`src/rtl/nasti_ddrx_pkg.sv`:
```
// Shared types and constants for the NASTI-to-DDR command path.
// The command, write-beat and response layouts match the packed FIFO words.
package nasti_ddrx_pkg;

    localparam int NASTI_ID_W   = 4;
    localparam int NASTI_ADDR_W = 32;
    localparam int NASTI_DATA_W = 64;

    typedef struct packed {
        logic [NASTI_ID_W-1:0]   id;
        logic [NASTI_ADDR_W-1:0] addr;
        logic [7:0]              len;
        logic [2:0]              size;
        logic [1:0]              burst;
    } nasti_ar_t;

    typedef struct packed {
        logic [NASTI_ID_W-1:0]   id;
        logic [NASTI_ADDR_W-1:0] addr;
        logic [7:0]              len;
        logic [2:0]              size;
        logic [1:0]              burst;
    } nasti_aw_t;

    typedef struct packed {
        logic [NASTI_DATA_W-1:0]   data;
        logic [NASTI_DATA_W/8-1:0] strb;
    } nasti_w_t;

    typedef struct packed {
        logic [NASTI_ID_W-1:0] id;
        logic [1:0]            resp;
    } nasti_b_t;

    localparam logic [1:0] RESP_OKAY   = 2'b00;
    localparam logic [1:0] RESP_SLVERR = 2'b10;

    localparam logic [1:0] BURST_FIXED = 2'b00;
    localparam logic [1:0] BURST_INCR  = 2'b01;
    localparam logic [1:0] BURST_WRAP  = 2'b10;
    localparam logic [1:0] BURST_RSVD  = 2'b11;

    typedef enum logic [2:0] {
        IDLE    = 3'd0,
        RD_CMD  = 3'd1,
        WR_CMD  = 3'd2,
        WR_DATA = 3'd3,
        WR_RESP = 3'd4
    } sched_state_t;

    function automatic logic burst_is_rsvd(input logic [1:0] burst);
        return burst == BURST_RSVD;
    endfunction

endpackage

```
`src/rtl/nasti_cmd_sched.sv`:
```
// Round-robin AR/AW command scheduler feeding the DDR backend; streams write
// beats from the W FIFO and returns the write response to the B FIFO.
module nasti_cmd_sched
    import nasti_ddrx_pkg::*;
#(
    parameter int C_ID_WIDTH   = 4,
    parameter int C_ADDR_WIDTH = 32,
    parameter int C_DATA_WIDTH = 64
) (
    input  logic                              core_clk,
    input  logic                              core_rst,
    input  logic [C_ID_WIDTH+C_ADDR_WIDTH+12:0] rdata_ar,
    input  logic                              rempty_ar,
    output logic                              rinc_ar,
    input  logic [C_ID_WIDTH+C_ADDR_WIDTH+12:0] rdata_aw,
    input  logic                              rempty_aw,
    output logic                              rinc_aw,
    input  logic [C_DATA_WIDTH+C_DATA_WIDTH/8-1:0] rdata_w,
    input  logic                              rempty_w,
    output logic                              rinc_w,
    output logic [C_ID_WIDTH+1:0]             wdata_b,
    input  logic                              wfull_b,
    output logic                              winc_b,
    output logic                              cmd_valid,
    input  logic                              cmd_ready,
    output logic                              cmd_write,
    output logic [C_ID_WIDTH-1:0]             cmd_id,
    output logic [C_ADDR_WIDTH-1:0]           cmd_addr,
    output logic [7:0]                        cmd_len,
    output logic [2:0]                        cmd_size,
    output logic [1:0]                        cmd_burst,
    output logic                              wd_valid,
    input  logic                              wd_ready,
    output logic [C_DATA_WIDTH-1:0]           wd_data,
    output logic [C_DATA_WIDTH/8-1:0]         wd_strb,
    output logic                              wd_last
);

    localparam int CMD_W  = C_ID_WIDTH + C_ADDR_WIDTH + 13;
    localparam int STRB_W = C_DATA_WIDTH / 8;

    sched_state_t state;
    logic         prefer_wr;
    logic         drain;
    logic [7:0]   beat_cnt;
    logic [1:0]   resp;

    logic                    grant_rd;
    logic                    grant_wr;
    logic                    w_pop;
    logic [CMD_W-1:0]        sel;
    logic [C_ID_WIDTH-1:0]   sel_id;
    logic [C_ADDR_WIDTH-1:0] sel_addr;
    logic [7:0]              sel_len;
    logic [2:0]              sel_size;
    logic [1:0]              sel_burst;

    // Arbitration: a lone requester wins, otherwise prefer_wr breaks the tie.
    always_comb begin
        grant_wr = (state == IDLE) && !rempty_aw && (rempty_ar || prefer_wr);
        grant_rd = (state == IDLE) && !rempty_ar && !grant_wr;
        sel      = grant_wr ? rdata_aw : rdata_ar;
    end

    assign sel_id    = sel[CMD_W-1 -: C_ID_WIDTH];
    assign sel_addr  = sel[C_ADDR_WIDTH+12:13];
    assign sel_len   = sel[12:5];
    assign sel_size  = sel[4:2];
    assign sel_burst = sel[1:0];

    // Pops and pushes are suppressed while reset is held so an abandoned
    // burst cannot consume FIFO entries on the reset edge.
    assign rinc_ar   = grant_rd && !core_rst;
    assign rinc_aw   = grant_wr && !core_rst;
    assign cmd_valid = ((state == RD_CMD) || (state == WR_CMD)) && !core_rst;

    assign wd_valid = (state == WR_DATA) && !drain && !rempty_w && !core_rst;
    assign w_pop    = (state == WR_DATA) && !rempty_w && (drain || wd_ready) && !core_rst;
    assign rinc_w   = w_pop;
    assign wd_data  = wd_valid ? rdata_w[C_DATA_WIDTH+STRB_W-1:STRB_W] : '0;
    assign wd_strb  = wd_valid ? rdata_w[STRB_W-1:0] : '0;
    assign wd_last  = wd_valid && (beat_cnt == 8'd0);

    assign winc_b  = (state == WR_RESP) && !wfull_b && !core_rst;
    assign wdata_b = (state == WR_RESP) ? {cmd_id, resp} : '0;

    always_ff @(posedge core_clk) begin
        if (core_rst) begin
            state     <= IDLE;
            prefer_wr <= 1'b0;
            drain     <= 1'b0;
            beat_cnt  <= 8'd0;
            resp      <= RESP_OKAY;
            cmd_write <= 1'b0;
            cmd_id    <= '0;
            cmd_addr  <= '0;
            cmd_len   <= 8'd0;
            cmd_size  <= 3'd0;
            cmd_burst <= 2'd0;
        end else begin
            case (state)
                IDLE: begin
                    if (grant_rd || grant_wr) begin
                        cmd_write <= grant_wr;
                        cmd_id    <= sel_id;
                        cmd_addr  <= sel_addr;
                        cmd_len   <= sel_len;
                        cmd_size  <= sel_size;
                        cmd_burst <= sel_burst;
                        prefer_wr <= grant_rd;
                        // Reserved-burst writes never reach the backend; their
                        // data is discarded and the master gets SLVERR.
                        if (grant_wr && burst_is_rsvd(sel_burst)) begin
                            state    <= WR_DATA;
                            drain    <= 1'b1;
                            beat_cnt <= sel_len;
                            resp     <= RESP_SLVERR;
                        end else begin
                            state <= grant_wr ? WR_CMD : RD_CMD;
                            drain <= 1'b0;
                            resp  <= RESP_OKAY;
                        end
                    end
                end
                RD_CMD: begin
                    if (cmd_ready) state <= IDLE;
                end
                WR_CMD: begin
                    if (cmd_ready) begin
                        state    <= WR_DATA;
                        beat_cnt <= cmd_len;
                    end
                end
                WR_DATA: begin
                    if (w_pop) begin
                        if (beat_cnt == 8'd0) state <= WR_RESP;
                        else                  beat_cnt <= beat_cnt - 8'd1;
                    end
                end
                WR_RESP: begin
                    if (winc_b) state <= IDLE;
                end
                default: state <= IDLE;
            endcase
        end
    end

endmodule

```
`config.mk`:
```
export PLATFORM = sky130hd
export DESIGN_NAME = nasti_cmd_sched
export DESIGN_NICKNAME = d
export VERILOG_FILES = /design/src/rtl/nasti_ddrx_pkg.sv /design/src/rtl/nasti_cmd_sched.sv
export SDC_FILE = /design/constraint.sdc
export NUM_CORES = 1
export LEC_CHECK = 0
export ABC_CLOCK_PERIOD_IN_PS = 7200
export CAP_MARGIN = 20
export CORE_AREA = 2 2 122 124
export DETAILED_ROUTE_END_ITERATION = 8
export DIE_AREA = 0 0 124 126
export MAX_ROUTING_LAYER = met4
export PLACE_DENSITY = 0.68
export SLEW_MARGIN = 20
export SYNTH_ARGS = -nofsm -noshare
export SYNTH_HDL_FRONTEND = slang
export SYNTH_SLANG_ARGS = --single-unit
export TNS_END_PERCENT = 50
```
`constraint.sdc`:
```
create_clock -name core_clk -period 7.2 [get_ports core_clk]
set_input_delay 2.16 -clock core_clk [delete_from_list [all_inputs] [get_ports core_clk]]
set_output_delay 2.16 -clock core_clk [all_outputs]
set_load 0.02 [all_outputs]
```
==> results.json, run 1 <==
{
  "postCtsResizedCells": 0,
  "p_sw_share_pct": 40.2,
  "yosysWarningCount": 0,
  "outcome": "finished clean",
  "synth_top_family_by_area": "simple AND/OR/NAND/NOR gates",
  "clkPwrFrac_pct": 21.7,
  "fin_crit_ns": 6.38,
  "async_flop_share_pct": 0,
  "grt_max_degree": 75,
  "rows": 44,
  "viasPerCell": 4.75,
  "rsz0062_at_grt": "false",
  "globalplace.congestion": 0.888,
  "grt_overflow_total": 0,
  "finalHoldViolations": 0,
  "synth_nets": 675,
  "path_class": "in2out",
  "grtUsageTotal_pct": 21.2,
  "synth_edf_count": 0,
  "finalSetupViolations": 0,
  "cpMostUsedCell": "clkdlybuf4s50_1",
  "critPathSlowestCell": "clkdlybuf4s50_1",
  "p_switching_mw": 0.878,
  "ys_ff_latch": 63,
  "finalClockSkew_ns": 0.00479,
  "grt_pass1_vias": 4384,
  "area_delta_synth_final_pct": 88.9,
  "synthAdderAreaFrac_pct": 0.324,
  "cp_data_arrival_time_ns": 4.22,
  "synth_compound_area_share_pct": 21.3,
  "clk_latency_ns": 0.32,
  "dp_hpwl_um": 13000,
  "tns_ns": 0,
  "end_kind": "output port",
  "seqPwrFrac_pct": 26.8,
  "io_buffers": 311,
  "tightestPinTransition_ns": 1.01,
  "synth_top_area_share_pct": 32.7,
  "ios": 313,
  "yosysSeqAreaShare_pct": 32.7,
  "drtAntennaViolNets": 0,
  "synth_ff_type": "dfxtp_1",
  "fillers": 1395,
  "drtIter0Drc": 259,
  "ys_top_cells_by_count": "93 x nand2_1, 77 x and2_1, 65 x nor2_1",
  "ir_drop_uv": 180,
  "initial_core_util_pct": 27.0,
  "p_leak_nw": 2.77,
  "cts_max_level": 3,
  "max_stage_delay_ns": 0.67,
  "cts_root_buf": "clkbuf_16",
  "synth_cells": 496,
  "antenna_found_initial": 1,
  "p_int_mw": 1.31,
  "fin_area_um2": 7290,
  "fp.dieH_um": 126,
  "slew_headroom_pct": 32.3,
  "drive_gt1_share_pct": 5.23,
  "combPwrFrac_pct": 51.4,
  "synth_cell_types": 62,
  "pre_cts_slack_ns": 0.820,
  "synth.area.mux_share_pct": 1.98,
  "first_pass_iters": 4,
  "post_cts_buffers": 0,
  "hold_buffers": 0,
  "synthXorXnorAreaFrac_pct": 1.13,
  "place_area_um2": 6960,
  "drv_slew": 0,
  "cts_sinks": 63,
  "die_width_um": 124,
  "synthSimpleGateAreaFrac_pct": 34.7,
  "synth_area_um2": 3860,
  "crit_chain": "clkdlybuf4s50_1, nor4_2, buf_4, and2_1, clkdlybuf4s50_1",
  "yosys.area.top_type": "dfxtp_1",
  "drc_errors": 0,
  "vias": 4598,
  "hp-class": "reg2reg",
  "cts_buffer_depth": 2,
  "timing.fmax_ghz": 0.157,
  "crit_path_start_kind": "input port",
  "cp_data_required_time_ns": 5.04,
  "cap_violations": 0,
  "dieArea_um2": 15600,
  "cts_tree": "built",
  "grt_pass1_wl_um": 24800,
  "avgSynthCellArea_um2": 7.78,
  "routedWlPerCell_um": 17.2,
  "critPathBufInv": 3,
  "core_area_um2": 14300,
  "fin_hold_ws_ns": 0.481,
  "synthTopCellsByArea": "dfxtp_1 33%, and2_1 12%, nand2_1 9.0%",
  "worstPathMaxFanout": 74,
  "worst_slack_ns": 0.817,
  "cp_top_family": "buffers and inverters",
  "path_clk_slew_ns": 0.05,
  "finalWirelength_um": 16700,
  "finalPower_mw": 2.19,
  "tritoncts.num_buffers": 9,
  "nets": 958,
  "synth.most_common_cell": "nand2_1",
  "period_share_pct": 88.7,
  "power.density_nw_per_um2": 300
}
## stage by stage
step	utilization (%)	instances
final	50.9	969
after global routing	50.9	969
after CTS	50.9	968
after detailed placement	48.6	952
after global placement	48.6	952
after floorplan	-	496
## tightest hold or removal path: stages, from the launching register on
cell	delay, ns
dfxtp_1	0.30
o21ai_0	0.07
a21oi_1	0.06
## worst paths after layout
kind	endpoint	slack (ns)	start	cells after the start
max	wd_strb[7]	0.82	rempty_w	5
min	cmd_write	0.48	cmd_write	2
max reg2reg	cmd_addr[8]	4.03	state[0]	5
min reg2reg	cmd_write	0.48	cmd_write	2
## flip-flops by register name (all words and copies together) (netlist names)
register / flops
state: 3
cmd_addr: 32
beat_cnt: 8
cmd_size: 3
prefer_wr: 1
cmd_len: 8
cmd_burst: 2
resp: 1
cmd_write: 1
cmd_id: 4
## placed cells by master (no fill, tap or decap), types with 8 or more instances in the layout
cell type        instances
nor2_1                  65
clkbuf_16                9
a21oi_1                 16
nor3_1                   8
dfxtp_1                 63
a311oi_1                38
and2_1                  77
nand2_1                 93
clkdlybuf4s50_1        310
a211oi_1                10
## logic make-up after synthesis
family                   after synthesis
AND/OR/NAND/NOR                      271
AO/OA/AOI/OAI                         99
flip-flops                            63
buffers and inverters                 49
multiplexers                           7
XOR/XNOR                               5
adder cells (fa/ha/maj)                1
other                                  1
## layout make-up
type	count	area (um2)	area share [%]
timing repair buffer	316	3150	43.2
tap	184	230	3.16
sequential	63	1260	17.3
multi-input combinational	384	2310	31.6
inverter	5	18.8	0.257
clock inverter	3	65.1	0.893
clock buffer	13	260	3.57
antenna	1	2.50	0.0343
## power by group through the flow
stage               logic, mW  clock network [mW]  registers [mW]
floorplan               0.616                   0           0.690
finish                   1.12               0.475           0.586
global route             1.22               0.502           0.606
detailed placement       1.13                   0           0.591
global placement         1.11                   0           0.585
CTS                      1.13               0.486           0.586
## metal layers
metal	global-route usage [%]	vias up	share of wire (%)
met2	34.0	177	48
met3	5.03	29	6.5
met1	26.7	2109	44
met5	-	-	0
li1	-	2283	-
met4	5.95	0	2.0
Power figures use the tool's default switching activity.
==> run 2, diff against run 1 <==
--- a/config.mk
+++ b/config.mk
@@ -12,6 +12,7 @@
 export DIE_AREA = 0 0 124 126
 export MAX_ROUTING_LAYER = met4
 export PLACE_DENSITY = 0.68
+export SETUP_SLACK_MARGIN = 0.02
 export SLEW_MARGIN = 20
 export SYNTH_ARGS = -nofsm -noshare
 export SYNTH_HDL_FRONTEND = slang
==> results of run 2 <==
No change in the layout: final DEF, timing and power equal those of run 1.
==> run 3, diff against run 2 <==
--- a/config.mk
+++ b/config.mk
@@ -7,11 +7,13 @@
 export LEC_CHECK = 0
 export ABC_CLOCK_PERIOD_IN_PS = 7200
 export CAP_MARGIN = 20
-export CORE_AREA = 2 2 122 124
+export CELL_PAD_IN_SITES_DETAIL_PLACEMENT = 2
+export CELL_PAD_IN_SITES_GLOBAL_PLACEMENT = 2
+export CORE_ASPECT_RATIO = 1.25
+export CORE_UTILIZATION = 17
 export DETAILED_ROUTE_END_ITERATION = 8
-export DIE_AREA = 0 0 124 126
 export MAX_ROUTING_LAYER = met4
-export PLACE_DENSITY = 0.68
+export PLACE_DENSITY = 0.84
 export SETUP_SLACK_MARGIN = 0.02
 export SLEW_MARGIN = 20
 export SYNTH_ARGS = -nofsm -noshare
==> results.json, run 3 (synthesis gave the netlist of run 1 again) <==
{
  "cts_tree": "built",
  "cp_data_required_time_ns": 5.04,
  "cts_buffer_depth": 2,
  "period_share_pct": 88.1,
  "cp_data_arrival_time_ns": 4.18,
  "routedWlPerCell_um": 19.7,
  "pre_cts_slack_ns": 0.819,
  "core_area_um2": 22300,
  "post_cts_buffers": 0,
  "top_regs": "cmd_addr (32), beat_cnt (8), cmd_len (8)",
  "area_delta_synth_final_pct": 92.3,
  "finalWirelength_um": 21000,
  "hold_buffers": 0,
  "grt_max_degree": 74,
  "drc_errors": 0,
  "ir_drop_uv": 126,
  "cts_max_level": 3,
  "tns_ns": 0,
  "clk_latency_ns": 0.33,
  "regArea_um2": 1260,
  "rows": 61,
  "grt_use_met2_pct": 32.3,
  "drv_slew": 0,
  "globalplace.congestion": 0.780,
  "top_usage_layer": "met2",
  "rr_worst_depth": 5,
  "end_kind": "output port",
  "largest_register_ffs": 32,
  "tritoncts.num_buffers": 9,
  "fillers": 2552,
  "drtAntennaViolNets": 0,
  "vias": 4862,
  "final_cell_mix": "310 x clkdlybuf4s50_1, 93 x nand2_1, 77 x and2_1, 65 x nor2_1, 63 x dfxtp_1",
  "outcome": "finished clean",
  "r2r_end": "cmd_addr[26]",
  "fp.dieH_um": 170,
  "power.density_nw_per_um2": 298,
  "cts_sinks": 63,
  "worstHoldStart": "cmd_addr[20]",
  "drtIter0Drc": 60,
  "path_class": "in2out",
  "antenna_found_initial": 2,
  "initial_core_util_pct": 17.3,
  "layout_commonest_cell": "clkdlybuf4s50_1",
  "p_leak_nw": 2.78,
  "tightestPinTransition_ns": 0.912,
  "ios": 313,
  "use_met3_pct": 4.89,
  "multiInputGateArea_um2": 2310,
  "worstPathMaxFanout": 73,
  "grt_pass1_wl_um": 30000,
  "nets": 959,
  "timing.rr.start": "state[0]",
  "cap_violations": 0,
  "cts_root_buf": "clkbuf_16",
  "io_buffers": 311,
  "finalHoldViolations": 0,
  "fin_crit_ns": 6.34,
  "hp-class": "reg2reg",
  "timing.hold.worst_path_depth": 2,
  "worst_slack_ns": 0.855,
  "grtUsageTotal_pct": 18.1,
  "postCtsResizedCells": 0,
  "slew_headroom_pct": 39.1,
  "grt_overflow_total": 0,
  "viasPerCell": 4.55,
  "dp_hpwl_um": 16700,
  "drive_gt1_share_pct": 5.48,
  "holdPathEnd": "cmd_addr[20]",
  "dieArea_um2": 23300,
  "path_clk_slew_ns": 0.05,
  "grt_pass1_vias": 5172,
  "worst-r2r-setup-slack_ns": 4.02,
  "die_width_um": 137,
  "finalClockSkew_ns": 0.0101,
  "timing.fmax_ghz": 0.158,
  "rsz0062_at_grt": "false",
  "first_pass_iters": 4,
  "regMostFlops": "cmd_addr",
  "crit_path_start_kind": "input port",
  "use_met1_pct": 19.7,
  "finalSetupViolations": 0
}
==> run 3: power breakdown <==
group	switching, mW	internal (mW)
combinational	0.658	0.516
sequential	0.114	0.478
clock	0.163	0.283
total	0.935	1.28
==> run 3: cell type report <==
cell class,instances,area share (%)
Timing Repair Buffer,317,42.8
Multi-Input combinational cell,384,31.1
Sequential cell,63,17.0
Tap cell,283,4.77
Clock buffer,11,3.41
Clock inverter,4,0.607
Inverter,5,0.253
Antenna cell,1,0.0337
==> run 3: per-stage QoR <==
| stage | std cells | hold WS, ns | instance area [um2] | power (mW) | util, % |
|---|---|---|---|---|---|
| final | 1068 | 0.496 | 7420 | 2.21 | 33.3 |
| after CTS | 1066 | 0.499 | 7400 | 2.24 | 33.2 |
| after global placement | 1051 | 0.469 | 7100 | 1.75 | 31.8 |
| after global routing | 1067 | 0.516 | 7420 | 2.35 | 33.3 |
| after floorplan | 496 | 0.459 | 3860 | 1.31 | - |
| after detailed placement | 1051 | 0.490 | 7100 | 1.78 | 31.8 |
==> run 3: worst max path at each step <==
stage / from / depth (start not counted) / endpoint / slack [ns]
floorplan: core_rst / 5 / wd_data[10] / 1.77
global placement: rempty_w / 5 / wd_data[8] / 0.82
detailed placement: rempty_w / 5 / wd_data[8] / 0.82
CTS: rempty_w / 5 / wd_data[8] / 0.80
global route: rempty_w / 5 / wd_data[4] / 0.72
finish: rempty_w / 5 / wd_data[8] / 0.86
==> run 3: routing by layer <==
metal,wire length (um),share of wire (%)
met2,10500,50
met4,316,1.5
met3,1830,8.7
met5,0,0
met1,8420,40
==> run 3: worst max-delay path, cell delays in order <==
cell,delay [ns]
clkdlybuf4s50_1,0.48
nor4_2,0.39
buf_12,0.31
and2_1,0.22
clkdlybuf4s50_1,0.62
